--- src/rtl/arbitro_rr_2x1_pkg.sv ---
// Shared constants and state encoding for the 2:1 round-robin lane arbiter.
package arbitro_rr_2x1_pkg;

  localparam int unsigned DATA_W_DEF     = 8;
  localparam int unsigned FIFO_DEPTH_DEF = 4;
  localparam int unsigned MAX_BURST_DEF  = 2;

  typedef enum logic [1:0] {
    IDLE   = 2'd0,
    SERVE0 = 2'd1,
    SERVE1 = 2'd2
  } arb_state_e;

  function automatic arb_state_e serve_state(input logic src);
    serve_state = src ? SERVE1 : SERVE0;
  endfunction

endpackage

--- src/rtl/arbitro_rr_2x1_if.sv ---
// Requester/downstream signal bundle of the arbiter; slave is the arbiter side.
interface arbitro_rr_2x1_if
  import arbitro_rr_2x1_pkg::*;
#(
  parameter int unsigned DATA_W = DATA_W_DEF
);

  logic [DATA_W-1:0] data_in0;
  logic              valid_in0;
  logic              ready_out0;
  logic [DATA_W-1:0] data_in1;
  logic              valid_in1;
  logic              ready_out1;
  logic              pause;
  logic [DATA_W-1:0] data_out;
  logic              valid_out;
  logic              sel_out;

  modport slave (
    input  data_in0, valid_in0, data_in1, valid_in1, pause,
    output ready_out0, ready_out1, data_out, valid_out, sel_out
  );

  modport master (
    output data_in0, valid_in0, data_in1, valid_in1, pause,
    input  ready_out0, ready_out1, data_out, valid_out, sel_out
  );

endinterface

--- src/rtl/arbitro_rr_2x1_fifo_sync.sv ---
// Small synchronous FIFO with combinational head word; a full FIFO never
// accepts a push, even when it is popped in the same cycle.
module fifo_sync
  import arbitro_rr_2x1_pkg::*;
#(
  parameter int unsigned DATA_W = DATA_W_DEF,
  parameter int unsigned DEPTH  = FIFO_DEPTH_DEF
) (
  input  logic              clk,
  input  logic              reset,
  input  logic              push,
  input  logic              pop,
  input  logic [DATA_W-1:0] din,
  output logic [DATA_W-1:0] dout,
  output logic              full,
  output logic              empty
);

  localparam int unsigned PTR_W = $clog2(DEPTH);
  localparam int unsigned CNT_W = PTR_W + 1;

  logic [DATA_W-1:0] mem_q [DEPTH];
  logic [DATA_W-1:0] mem_d [DEPTH];
  logic [PTR_W-1:0]  wr_ptr_q, wr_ptr_d;
  logic [PTR_W-1:0]  rd_ptr_q, rd_ptr_d;
  logic [CNT_W-1:0]  cnt_q, cnt_d;
  logic              do_push;
  logic              do_pop;

  assign full    = (cnt_q == CNT_W'(DEPTH));
  assign empty   = (cnt_q == CNT_W'(0));
  assign dout    = mem_q[rd_ptr_q];
  assign do_push = push & ~full;
  assign do_pop  = pop & ~empty;

  // Next storage, pointers (wrap by power-of-two width) and occupancy.
  always_comb begin
    mem_d    = mem_q;
    wr_ptr_d = wr_ptr_q;
    rd_ptr_d = rd_ptr_q;
    cnt_d    = cnt_q;
    if (do_push) begin
      mem_d[wr_ptr_q] = din;
      wr_ptr_d        = wr_ptr_q + PTR_W'(1);
    end else begin
      wr_ptr_d = wr_ptr_q;
    end
    if (do_pop) begin
      rd_ptr_d = rd_ptr_q + PTR_W'(1);
    end else begin
      rd_ptr_d = rd_ptr_q;
    end
    case ({do_push, do_pop})
      2'b10:   cnt_d = cnt_q + CNT_W'(1);
      2'b01:   cnt_d = cnt_q - CNT_W'(1);
      default: cnt_d = cnt_q;
    endcase
  end

  // FIFO state registers.
  always_ff @(posedge clk or posedge reset) begin
    if (reset) begin
      for (int i = 0; i < int'(DEPTH); i++) begin
        mem_q[i] <= DATA_W'(0);
      end
      wr_ptr_q <= PTR_W'(0);
      rd_ptr_q <= PTR_W'(0);
      cnt_q    <= CNT_W'(0);
    end else begin
      mem_q    <= mem_d;
      wr_ptr_q <= wr_ptr_d;
      rd_ptr_q <= rd_ptr_d;
      cnt_q    <= cnt_d;
    end
  end

endmodule

--- src/rtl/arbitro_rr_2x1.sv ---
// Work-conserving round-robin arbiter draining two input FIFOs onto one
// registered lane, with bounded bursts and downstream pause.
module arbitro_rr_2x1
  import arbitro_rr_2x1_pkg::*;
#(
  parameter int unsigned DATA_W     = DATA_W_DEF,
  parameter int unsigned FIFO_DEPTH = FIFO_DEPTH_DEF,
  parameter int unsigned MAX_BURST  = MAX_BURST_DEF
) (
  input  logic              clk,
  input  logic              reset,
  arbitro_rr_2x1_if.slave   bus
);

  localparam int unsigned          BURST_W   = $clog2(MAX_BURST + 1);
  localparam logic [BURST_W-1:0]   BURST_MAX = BURST_W'(MAX_BURST);
  localparam logic [BURST_W-1:0]   BURST_ONE = BURST_W'(1);

  arb_state_e        state_q, state_d;
  logic [BURST_W-1:0] burst_q, burst_d;
  logic              last_q, last_d;
  logic [DATA_W-1:0] data_q, data_d;
  logic              valid_q, valid_d;
  logic              sel_q, sel_d;

  logic [DATA_W-1:0] dout0, dout1;
  logic              full0, full1, empty0, empty1;
  logic              do_pop, src;
  logic              own, own_empty, oth_empty;

  assign bus.ready_out0 = ~full0 & ~reset;
  assign bus.ready_out1 = ~full1 & ~reset;

  fifo_sync #(.DATA_W(DATA_W), .DEPTH(FIFO_DEPTH)) u_fifo0 (
    .clk   (clk),
    .reset (reset),
    .push  (bus.valid_in0 & bus.ready_out0),
    .pop   (do_pop & ~src),
    .din   (bus.data_in0),
    .dout  (dout0),
    .full  (full0),
    .empty (empty0)
  );

  fifo_sync #(.DATA_W(DATA_W), .DEPTH(FIFO_DEPTH)) u_fifo1 (
    .clk   (clk),
    .reset (reset),
    .push  (bus.valid_in1 & bus.ready_out1),
    .pop   (do_pop & src),
    .din   (bus.data_in1),
    .dout  (dout1),
    .full  (full1),
    .empty (empty1)
  );

  assign own       = (state_q == SERVE1);
  assign own_empty = own ? empty1 : empty0;
  assign oth_empty = own ? empty0 : empty1;

  // Arbitration decision and next output word; pause freezes all sequencing.
  always_comb begin
    state_d = state_q;
    burst_d = burst_q;
    last_d  = last_q;
    sel_d   = sel_q;
    data_d  = DATA_W'(0);
    valid_d = 1'b0;
    do_pop  = 1'b0;
    src     = 1'b0;
    if (!bus.pause) begin
      case (state_q)
        IDLE: begin
          if (!empty0 && !empty1) begin
            do_pop = 1'b1;
            src    = ~last_q;
          end else if (!empty0) begin
            do_pop = 1'b1;
            src    = 1'b0;
          end else if (!empty1) begin
            do_pop = 1'b1;
            src    = 1'b1;
          end else begin
            do_pop = 1'b0;
          end
          if (do_pop) begin
            state_d = serve_state(src);
            burst_d = BURST_ONE;
          end else begin
            state_d = IDLE;
          end
        end
        SERVE0, SERVE1: begin
          // Stay while under budget, or past it when the other side is idle.
          if (!own_empty && ((burst_q < BURST_MAX) || oth_empty)) begin
            do_pop  = 1'b1;
            src     = own;
            burst_d = (burst_q == BURST_MAX) ? BURST_MAX : burst_q + BURST_ONE;
          end else if (!oth_empty) begin
            do_pop  = 1'b1;
            src     = ~own;
            state_d = serve_state(~own);
            burst_d = BURST_ONE;
          end else begin
            state_d = IDLE;
            burst_d = BURST_W'(0);
          end
        end
        default: begin
          state_d = IDLE;
          burst_d = BURST_W'(0);
        end
      endcase
      if (do_pop) begin
        last_d  = src;
        sel_d   = src;
        valid_d = 1'b1;
        data_d  = src ? dout1 : dout0;
      end else begin
        valid_d = 1'b0;
      end
    end else begin
      valid_d = 1'b0;
    end
  end

  // Arbiter state and registered output lane.
  always_ff @(posedge clk or posedge reset) begin
    if (reset) begin
      state_q <= IDLE;
      burst_q <= BURST_W'(0);
      last_q  <= 1'b1;
      data_q  <= DATA_W'(0);
      valid_q <= 1'b0;
      sel_q   <= 1'b0;
    end else begin
      state_q <= state_d;
      burst_q <= burst_d;
      last_q  <= last_d;
      data_q  <= data_d;
      valid_q <= valid_d;
      sel_q   <= sel_d;
    end
  end

  assign bus.data_out  = data_q;
  assign bus.valid_out = valid_q;
  assign bus.sel_out   = sel_q;

endmodule
--- src/flat_wrapper.sv ---
// flat-port wrapper written by rule: the top's interface ports become plain ports
module arbitro_rr_2x1_flat import arbitro_rr_2x1_pkg::*;
#(
  parameter int unsigned DATA_W     = DATA_W_DEF,
  parameter int unsigned FIFO_DEPTH = FIFO_DEPTH_DEF,
  parameter int unsigned MAX_BURST  = MAX_BURST_DEF
)
  (clk, reset, bus_data_in0, bus_valid_in0, bus_data_in1, bus_valid_in1, bus_pause, bus_ready_out0, bus_ready_out1, bus_data_out, bus_valid_out, bus_sel_out);
  arbitro_rr_2x1_if #(.DATA_W(DATA_W)) bus_i ();
  input  logic clk;
  input  logic reset;
  input wire logic [$bits(bus_i.data_in0)-1:0] bus_data_in0;
  input wire logic [$bits(bus_i.valid_in0)-1:0] bus_valid_in0;
  input wire logic [$bits(bus_i.data_in1)-1:0] bus_data_in1;
  input wire logic [$bits(bus_i.valid_in1)-1:0] bus_valid_in1;
  input wire logic [$bits(bus_i.pause)-1:0] bus_pause;
  output wire logic [$bits(bus_i.ready_out0)-1:0] bus_ready_out0;
  output wire logic [$bits(bus_i.ready_out1)-1:0] bus_ready_out1;
  output wire logic [$bits(bus_i.data_out)-1:0] bus_data_out;
  output wire logic [$bits(bus_i.valid_out)-1:0] bus_valid_out;
  output wire logic [$bits(bus_i.sel_out)-1:0] bus_sel_out;
  assign bus_i.data_in0 = bus_data_in0;
  assign bus_i.valid_in0 = bus_valid_in0;
  assign bus_i.data_in1 = bus_data_in1;
  assign bus_i.valid_in1 = bus_valid_in1;
  assign bus_i.pause = bus_pause;
  assign bus_ready_out0 = bus_i.ready_out0;
  assign bus_ready_out1 = bus_i.ready_out1;
  assign bus_data_out = bus_i.data_out;
  assign bus_valid_out = bus_i.valid_out;
  assign bus_sel_out = bus_i.sel_out;
  arbitro_rr_2x1 #(.DATA_W(DATA_W), .FIFO_DEPTH(FIFO_DEPTH), .MAX_BURST(MAX_BURST)) u_core (.clk(clk), .reset(reset), .bus(bus_i));
endmodule
--- config.mk ---
export PLATFORM = sky130hd
export DESIGN_NAME = arbitro_rr_2x1_flat
export DESIGN_NICKNAME = d
export VERILOG_FILES = /design/src/rtl/arbitro_rr_2x1_pkg.sv /design/src/rtl/arbitro_rr_2x1_if.sv /design/src/rtl/arbitro_rr_2x1_fifo_sync.sv /design/src/rtl/arbitro_rr_2x1.sv /design/src/flat_wrapper.sv
export SDC_FILE = /design/constraint.sdc
export NUM_CORES = 1
export LEC_CHECK = 0
export CAP_MARGIN = 20
export CORE_MARGIN = 2
export CORE_UTILIZATION = 35
export CTS_CLUSTER_DIAMETER = 50
export DETAILED_ROUTE_END_ITERATION = 10
export DONT_BUFFER_PORTS = 1
export SKIP_CTS_REPAIR_TIMING = 1
export SLEW_MARGIN = 20
export SYNTH_ARGS = -nofsm -noshare
export SYNTH_HDL_FRONTEND = slang
export SYNTH_HIERARCHICAL = 1
export SYNTH_SLANG_ARGS = --single-unit
--- constraint.sdc ---
create_clock -name clk -period 6.65 [get_ports clk]
set_input_delay 1.33 -clock clk [delete_from_list [all_inputs] [get_ports clk]]
set_output_delay 1.33 -clock clk [all_outputs]
set_load 0.05 [all_outputs]
==> run summary, run 1 <==
Layout cells sized above 1 - 0.3547
R2R Path Start - u_core/state_q[0]$_DFFE_PP0P_
DR WL met2 - 4462 um
Outcome - completed
CP Launch Type - input pin
Hold_sp - u_core/u_fifo0/mem_q[1]$_DFFE_PP0P_
Initial Utilization - 0.3627
Critical path endpoint - bus_ready_out0
Setup Viol. Count Final - 0
Post-synth top flop - dfrtp_1
Setup TNS - 0 ns
I/O Buffers - 0
Core area - 12720 um^2
Syn. warnings - 6
Total chip power - 2.662 mW
Leak Pwr - 2.148 nW
Final hold slack - 0.5001 ns
Row cnt - 41
Clock-pin slew on the worst setup and hold paths - 0.06 ns
CTS tree - yes
Cell variety after synth - 45
Worst path depth - 1
Nets - 377
RePlAce Congestion - 0.7544
Post-route minimum period - 3.396 ns
Cells along the critical path - nor2_1
Place WS - 2.936 ns
Die Wd - 118.8 um
Top cell type's share of synthesized area - 0.4989
FF-to-FF End - u_core/u_fifo0/cnt_q[2]$_DFFE_PP0P_
Max Fclk - 294.4 MHz
Grt ovf - 0
Most frequent cell after synthesis - dfrtp_1
Top Metal Used - met4
Met3 wire length - 410 um
Antenna violations before repair - 0
IO Count - 33
EDFF count, synth - 0
CTS root buffer - clkbuf_16
Ant diodes - 0
Final Routed Wirelength - 9175 um
Max transition margin - 0.3448
Antenna-violating nets left - 0
Routed wire length per instance - 17.78 um
Post-synth ARST share - 1.000
Filler instances - 1248
H-tree depth - 3
Synthesis-stage register bit count - 93
GRT Util Overall - 0.1417
Pint - 1.689 mW
Worst Path Required - 5.32 ns
Syn nets - 374
Clock buffer depth - 2
Worst EP arrival - 2.07 ns
Clock Sink Count - 93
Pwr/cell area - 526.1 nW/um^2
Largest net degree at the start of global routing - 40
Final Skew - 0.006330 ns
Switching Fraction - 0.3658
Vias - 2559
Reg2Reg Depth - 13
Sequential Power Share - 0.418
Met1 wire length - 4170 um
Slew Viols, Final - 0
RSZ-0062 raised after global routing - no
Register area share after synthesis - 0.5046
CTS Buf Count - 9
Worst VDD drop - 0.0001425 V
Area contributors post-synth - dfrtp_1 (50%), mux2_2 (16%), mux4_2 (7.8%)
Min-Delay Path Class - reg2reg
Crit path buffers/inverters - 0
Worst-Skew Late Latency - 0.34 ns
Top delay family on crit path - simple AND/OR/NAND/NOR gates
Switch Pwr - 973.8 uW
Vias in the first global route - 2806
Max_cap viols - 0
Post-DP HPWL - 6437 um
Reg-to-reg setup timing slack - 3.36 ns
Power share of the clock group - 0.175
Setup Crit Path Kind - in2out
Drt pass-1 iters - 4
Largest area contributor in the netlist - dfrtp_1
CP endpoint kind - output port
CP Launch Point - reset
First-pass GRT wire length - 15160 um
1st-iter DRT viols - 131
Slew @ Worst Pin - 0.9791 ns
Final period utilization - 0.5107
Crit Path Max Fanout - 5
Syn Inst Count - 336
Hold violation count in the final report - 0
Final worst slack - 3.254 ns
Combinational power share - 0.406
Synth Cell Area - 4614 um^2
Most common library cells after synthesis - dfrtp_1 (92), mux2_2 (66), inv_1 (20)
Die footprint - 14120 um^2
DR vias/cell - 4.959
Area Growth Syn to Fin - 9.680%
Average cell area after synthesis - 13.73 um^2
Die span in y - 118.8 um
CP max stage delay - 0.73 ns
Remaining DRCs - 0
Crit path max-delay cell type - nor2_1
==> placed cells by master, fill, tap and decap left out, types with 6 or more instances in the layout <==
master     netlist  layout
nor2_2           8       8
xnor2_1          6       6
mux4_2          16      16
inv_1           20      20
clkbuf_16        0       9
nand2_1         12      12
nand3_1         17      17
ha_1            15      15
dfrtp_1         92      92
nor2_1           6       6
mux2_2          66      66
mux2i_1         16      16
xor2_1           6       6
==> per-stage QoR <==
step                std cells  area, um^2  utilization
detailed placement        500        4793       0.3768
finish                    516        5061       0.3978
global placement          500        4793       0.3768
floorplan                 336        4614            -
CTS                       516        5061       0.3978
global route              516        5061       0.3978
==> state kept, by name, indices dropped and copies added, names as in the netlist <==
register and flops:
u_core/u_fifo0/cnt_q 3, u_core/u_fifo1/wr_ptr_q 2, u_core/bus.sel_out 1, u_core/u_fifo1/cnt_q 3, u_core/state_q 2, u_core/burst_q 2, u_core/u_fifo0/wr_ptr_q 2, u_core/u_fifo1/mem_q 32
u_core/last_q 1, u_core/u_fifo0/mem_q 32, u_core/u_fifo1/rd_ptr_q 2, u_core/u_fifo0/rd_ptr_q 2, u_core/bus.data_out 8, u_core/bus.valid_out 1
==> cell type report <==
class                           count  area (um^2)  area share
Clock buffer                       10        229.0     0.04524
Clock inverter                      6        38.79    0.007664
Inverter                           20        75.07     0.01483
Multi-Input combinational cell    211         2145      0.4237
Sequential cell                    93         2328      0.4601
Tap cell                          172        215.2     0.04252
Timing Repair Buffer                4        30.03    0.005933
==> layer usage <==
metal | global-route usage | vias up
met1 | 0.1797 | 1314
met4 | 0.06027 | 0
met3 | 0.03831 | 10
li1 | - | 1203
met5 | 0 | -
met2 | 0.2284 | 32
==> power groups by stage <==
| stage | Combinational [mW] | Clock (mW) | Sequential, mW |
|---|---|---|---|
| 2_1_floorplan | 0.968 | 0 | 1.01 |
| 3_3_place_gp | 1.06 | 0 | 1.11 |
| 3_5_place_dp | 1.09 | 0 | 1.13 |
| 4_1_cts | 1.10 | 0.486 | 1.12 |
| 5_1_grt | 1.19 | 0.508 | 1.16 |
| 6_report | 1.08 | 0.467 | 1.11 |
==> logic make-up after synthesis <==
logic type                 Yosys count  synth area share
xor gates and xnor gates            12           0.02278
DFF                                 93            0.5046
buffers and inverters               32           0.03064
muxes                               98            0.2739
AOI/OAI and AO/OA                   19           0.03851
adders and majority gates           17           0.04935
and+or+nand+nor                     65           0.08026
==> worst min path at each step <==
stage,to,slack (ns),depth (start not counted)
4_1_cts,u_core/u_fifo0/mem_q[1]$_DFFE_PP0P_,0.51,1
5_1_grt,u_core/u_fifo0/mem_q[9]$_DFFE_PP0P_,0.51,1
3_3_place_gp,u_core/u_fifo1/mem_q[12]$_DFFE_PP0P_,0.48,1
6_report,u_core/u_fifo0/mem_q[1]$_DFFE_PP0P_,0.50,1
2_1_floorplan,u_core/u_fifo0/mem_q[10]$_DFFE_PP0P_,0.48,1
3_5_place_dp,u_core/u_fifo1/mem_q[9]$_DFFE_PP0P_,0.49,1
Note: power is estimated with default switching activity, not from simulation.
==> run 2, diff against run 1 <==
- clock period: 6.65 -> 3.33 ns (I/O delays scaled with it)
==> run summary, run 2 (synthesis results as in run 1) <==
Outcome - completed
Commonest non-fill, non-tap cell in the layout - dfrtp_1
GRT Util Overall - 0.1423 (+0.0006488)
Die span in y - 118.8 um (unchanged)
Post-route minimum period - 3.017 ns
1st-iter DRT viols - 145 (+11%)
CP Launch Type - flip-flop
Setup Viol. Count Final - 0 (unchanged)
Routed wire length per instance - 17.69 um (-0.51%)
Clock buffer depth - 2 (unchanged)
Setup Crit Path Kind - reg2reg
Worst Path Required - 3.59 ns (-1.73 ns)
Die Wd - 118.8 um (unchanged)
Final Skew - 0.007638 ns (+0.001307 ns)
Row cnt - 41 (unchanged)
Max_cap viols - 0 (unchanged)
Min-Delay Path Class - in2async
Grt ovf - 0 (unchanged)
Clock-pin slew on the worst setup and hold paths - 0.07 ns (about the same)
Hold violation count in the final report - 0 (unchanged)
CTS tree - yes
DP Area - 4823 um^2 (+0.63%)
Worst EP arrival - 3.28 ns (+1.21 ns)
Vias - 2609 (+2.0%)
DR vias/cell - 5.017 (+1.2%)
Crit Path Max Fanout - 9 (+4)
Largest net degree at the start of global routing - 25 (-38%)
IO Count - 33 (unchanged)
Antenna-violating nets left - 0 (unchanged)
Remaining DRCs - 0 (unchanged)
RePlAce Congestion - 0.7604 (+0.80%)
Layout cells sized above 1 - 0.3592 (+0.004544)
Max Fclk - 331.4 MHz
CP endpoint kind - flip-flop
Crit path buffers/inverters - 2 (+2)
Max transition margin - 0.3646 (+0.01978)
CTS root buffer - clkbuf_16
First-pass GRT wire length - 15520 um (+2.4%)
Antenna violations before repair - 0 (unchanged)
Vias in the first global route - 2833 (+0.96%)
Worst VDD drop - 0.0004218 V (+200%)
Die footprint - 14120 um^2 (unchanged)
Leak Pwr - 2.182 nW (+1.6%)
Slew Viols, Final - 0 (unchanged)
Worst-Skew Late Latency - 0.35 ns (about the same)
H-tree depth - 3 (unchanged)
Final period utilization - 0.9060
RSZ-0062 raised after global routing - no
Core area - 12720 um^2 (unchanged)
Crit path max-delay cell type - fa_1
Clock Sink Count - 93 (unchanged)
Reg-to-reg setup timing slack - 0.31 ns (-3.05 ns)
Drt pass-1 iters - 4 (unchanged)
Area Growth Syn to Fin - 11.06%
I/O Buffers - 0 (unchanged)
CP max stage delay - 0.42 ns (-0.31 ns)
Ant diodes - 0 (unchanged)
Nets - 381 (+1.1%)
Design area - 5125 um^2 (+1.3%)
Post-DP HPWL - 6564 um (+2.0%)
Pwr/cell area - 1066 nW/um^2 (+100%)
Final Routed Wirelength - 9199 um (+0.26%)
Slew @ Worst Pin - 0.9520 ns (-0.02711 ns)
Top delay family on crit path - adder cells
Most frequent cells in the layout - dfrtp_1 (92), mux2_2 (66), inv_1 (20), nand3_1 (17)
Setup TNS - 0 ns (unchanged)
Cells along the critical path - inv_1, ha_1, a21boi_1, o32a_1, nor2b_1, o31a_2, ha_1, inv_1, fa_1, xor2_1, nor2_1, xor2_1
CTS Buf Count - 9 (unchanged)
Initial Utilization - 0.3627 (unchanged)
==> run 2: per-stage QoR <==
stage | setup WS (ns) | hold slack [ns] | utilization | cells | total power, mW
3_3_place_gp | 0.4672 | 0.4843 | 0.3791 | 504 | 4.375
5_1_grt | 0.09307 | 0.3293 | 0.4028 | 520 | 5.866
2_1_floorplan | 0.4544 | 0.4752 | - | 336 | 3.956
6_report | 0.3129 | 0.2878 | 0.4028 | 520 | 5.465
3_5_place_dp | 0.2926 | 0.4916 | 0.3791 | 504 | 4.460
4_1_cts | 0.2898 | 0.3056 | 0.4028 | 520 | 5.533
==> run 2: cell type report <==
class / count / area [um^2]
tap: 172 / 215.2
clock buffer: 12 / 246.5
timing repair buffer: 8 / 60.06
multi-input combinational: 211 / 2145
fill: 1239 / 7597
sequential: 93 / 2328
clock inverter: 4 / 55.05
inverter: 20 / 75.07
==> run 2: final timing paths <==
check,endpoint,depth (start not counted),start
worst min-delay path,u_core/bus.sel_out$_DFFE_PP0P_,1,reset
worst max register to register,u_core/u_fifo0/cnt_q[2]$_DFFE_PP0P_,12,u_core/state_q[0]$_DFFE_PP0P_
worst min register to register,u_core/u_fifo0/mem_q[11]$_DFFE_PP0P_,1,u_core/u_fifo0/mem_q[11]$_DFFE_PP0P_
min in group clk,u_core/burst_q[0]$_DFFE_PP0P_,1,bus_pause
max in group asynchronous,u_core/u_fifo1/mem_q[25]$_DFFE_PP0P_,2,reset
worst max-delay path,u_core/u_fifo0/cnt_q[2]$_DFFE_PP0P_,12,u_core/state_q[0]$_DFFE_PP0P_
==> run 2: layer usage <==
metal | track usage | part of all wire | vias to the layer above
met5 | 0 | 0 | -
met4 | 0.03795 | 0.012 | 0
met3 | 0.04693 | 0.036 | 7
met2 | 0.2198 | 0.48 | 28
met1 | 0.1927 | 0.47 | 1361
li1 | - | - | 1213
==> run 2: power by group <==
group	internal (mW)	switching (mW)
logic	1.21	0.985
registers	1.68	0.532
clock network	0.609	0.447
total	3.50	1.96
==> run 3, diff against run 2 <==
- SETUP_SLACK_MARGIN: unset -> 0.4
==> run summary, run 3 (synthesis results as in run 1) <==
Max_cap viols - 0 (unchanged)
Sequential Power Share - 0.399 (-0.007)
Switching Fraction - 0.3592 (about the same)
Reg2Reg Depth - 12 (unchanged)
Worst-Skew Late Latency - 0.35 ns (about the same)
Core area - 12720 um^2 (unchanged)
Final period utilization - 0.8267 (-0.07932)
Layout Utilization - 0.4088 (+0.006000)
Nets - 384 (+0.79%)
Pwr/cell area - 1073 nW/um^2 (+0.66%)
CP Launch Type - flip-flop
Leak Pwr - 2.200 nW (+0.84%)
First-pass GRT wire length - 15520 um (unchanged)
Final Routed Wirelength - 9270 um (+0.77%)
Hold violation count in the final report - 0 (unchanged)
Antenna-violating nets left - 0 (unchanged)
Most frequent cells in the layout - dfrtp_1 (91), mux2_2 (66), inv_1 (19), nand3_1 (17)
Clock-pin slew on the worst setup and hold paths - 0.07 ns (about the same)
Worst VDD drop - 0.0004224 V (+0.15%)
RSZ-0062 raised after global routing - yes
R2R Path Start - u_core/state_q[0]$_DFFE_PP0P_
Remaining DRCs - 0 (unchanged)
Worst EP arrival - 3.01 ns (-0.27 ns)
Power share of the clock group - 0.189 (-0.004)
FF-to-FF End - u_core/u_fifo0/cnt_q[2]$_DFFE_PP0P_
H-tree depth - 3 (unchanged)
Placed cell count - 504 (unchanged)
Setup Viol. Count Final - 0 (unchanged)
Post-route minimum period - 2.753 ns (-0.2641 ns)
I/O Buffers - 0 (unchanged)
Initial Utilization - 0.3627 (unchanged)
Ant diodes - 0 (unchanged)
Outcome - completed
Switch Pwr - 2.005 mW (+2.1%)
Clock buffer depth - 2 (unchanged)
Slew Viols, Final - 0 (unchanged)
Slew @ Worst Pin - 0.9541 ns (+0.002059 ns)
IO Count - 33 (unchanged)
Clock Sink Count - 93 (unchanged)
Routed wire length per instance - 17.72 um (+0.19%)
Area Growth Syn to Fin - 12.72%
Pint - 3.577 mW (+2.2%)
CTS tree - yes
Grt ovf - 0 (unchanged)
Final Non-Filler Cells - 523 (+0.58%)
Die span in y - 118.8 um (unchanged)
1st-iter DRT viols - 140 (-3.4%)
Filler instances - 1235 (-0.32%)
Vias - 2636 (+1.0%)
Final hold slack - 0.2919 ns (+0.004029 ns)
Min-Delay Path Class - in2async
Max transition margin - 0.3633 (-0.001375)
Layout cells sized above 1 - 0.3846 (+0.02542)
Post-DP HPWL - 6564 um (unchanged)
Final Skew - 0.007508 ns (-0.0001293 ns)
Setup TNS - 0 ns (unchanged)
CP endpoint kind - flip-flop
DR vias/cell - 5.040 (+0.46%)
Vias in the first global route - 2833 (unchanged)
Final worst slack - 0.5771 ns (+0.2642 ns)
Crit Path Max Fanout - 9 (unchanged)
Largest net degree at the start of global routing - 25 (unchanged)
Place WS - 0.2926 ns (unchanged)
Row cnt - 41 (unchanged)
Setup Crit Path Kind - reg2reg
Reg-to-reg setup timing slack - 0.58 ns (+0.26 ns)
Drt pass-1 iters - 4 (unchanged)
CTS Buf Count - 9 (unchanged)
GRT Util Overall - 0.1423 (unchanged)
Worst Path Required - 3.59 ns (about the same)
RePlAce Congestion - 0.7604 (unchanged)
CTS root buffer - clkbuf_16
Combinational power share - 0.412 (+0.011)
Die footprint - 14120 um^2 (unchanged)
Commonest non-fill, non-tap cell in the layout - dfrtp_1
Die Wd - 118.8 um (unchanged)
Max Fclk - 363.3 MHz (+9.6%)
Antenna violations before repair - 0 (unchanged)
## run 3: cell types whose count changed in the layout (fill, tap and decap cells not counted), sizes merged
| cell | previous run | this run |
|---|---|---|
| buf | 8 | 11 |
## run 3: worst max-delay path: stages, from the launching register on
cell	delay, ns
dfrtp_1	0.40
inv_2	0.15
ha_4	0.21
a21boi_2	0.23
o32a_1	0.22
nor2b_1	0.15
o31a_2	0.19
ha_1	0.18
inv_1	0.07
fa_1	0.42
xor2_1	0.15
nor2_1	0.11
xor2_1	0.18
## run 3: how the worst max path moves through the flow
stage               slack [ns]                                   to  cells past startpoint                           from
global route              0.39  u_core/u_fifo0/cnt_q[2]$_DFFE_PP0P_                     13  u_core/state_q[0]$_DFFE_PP0P_
floorplan                 0.45  u_core/u_fifo0/cnt_q[2]$_DFFE_PP0P_                      9                          reset
CTS                       0.29  u_core/u_fifo0/cnt_q[2]$_DFFE_PP0P_                     12  u_core/state_q[0]$_DFFE_PP0P_
global placement          0.47  u_core/u_fifo0/cnt_q[2]$_DFFE_PP0P_                     12  u_core/state_q[0]$_DFFE_PP0P_
detailed placement        0.29  u_core/u_fifo0/cnt_q[2]$_DFFE_PP0P_                     12  u_core/state_q[0]$_DFFE_PP0P_
finish                    0.58  u_core/u_fifo0/cnt_q[2]$_DFFE_PP0P_                     12  u_core/state_q[0]$_DFFE_PP0P_
## run 3: power groups by stage
| stage | sequential, mW | clock, mW | combinational (mW) |
|---|---|---|---|
| floorplan | 2.02 | 0 | 1.93 |
| global placement | 2.22 | 0 | 2.16 |
| detailed placement | 2.24 | 0 | 2.22 |
| CTS | 2.23 | 1.08 | 2.23 |
| global route | 2.32 | 1.12 | 2.54 |
| finish | 2.23 | 1.06 | 2.30 |
## run 3: area by class of cell
type | count | area [um^2] | share of cell area
sequential | 93 | 2330 | 0.4479
multi-input combinational | 211 | 2197 | 0.4224
clock buffer | 12 | 246.5 | 0.04739
tap | 172 | 215.2 | 0.04138
timing repair buffer | 11 | 82.58 | 0.01588
clock inverter | 4 | 55.05 | 0.01058
inverter | 20 | 75.07 | 0.01443
## run 3: routing by layer
metal | track usage | wire, um | vias to the layer above | share of wire
met5 | 0 | 0 | - | 0
met4 | 0.03795 | 108 | 0 | 0.012
met3 | 0.04693 | 336 | 7 | 0.036
met2 | 0.2198 | 4440 | 30 | 0.48
met1 | 0.1927 | 4385 | 1380 | 0.47
li1 | - | - | 1219 | -
## run 3: metrics by stage
stage                     instance area (um^2)  power (mW)
after CTS                                 5125       5.533
final                                     5201       5.582
after global routing                      5201       5.984
after detailed placement                  4823       4.460
after floorplan                           4614       3.956
after global placement                    4823       4.375
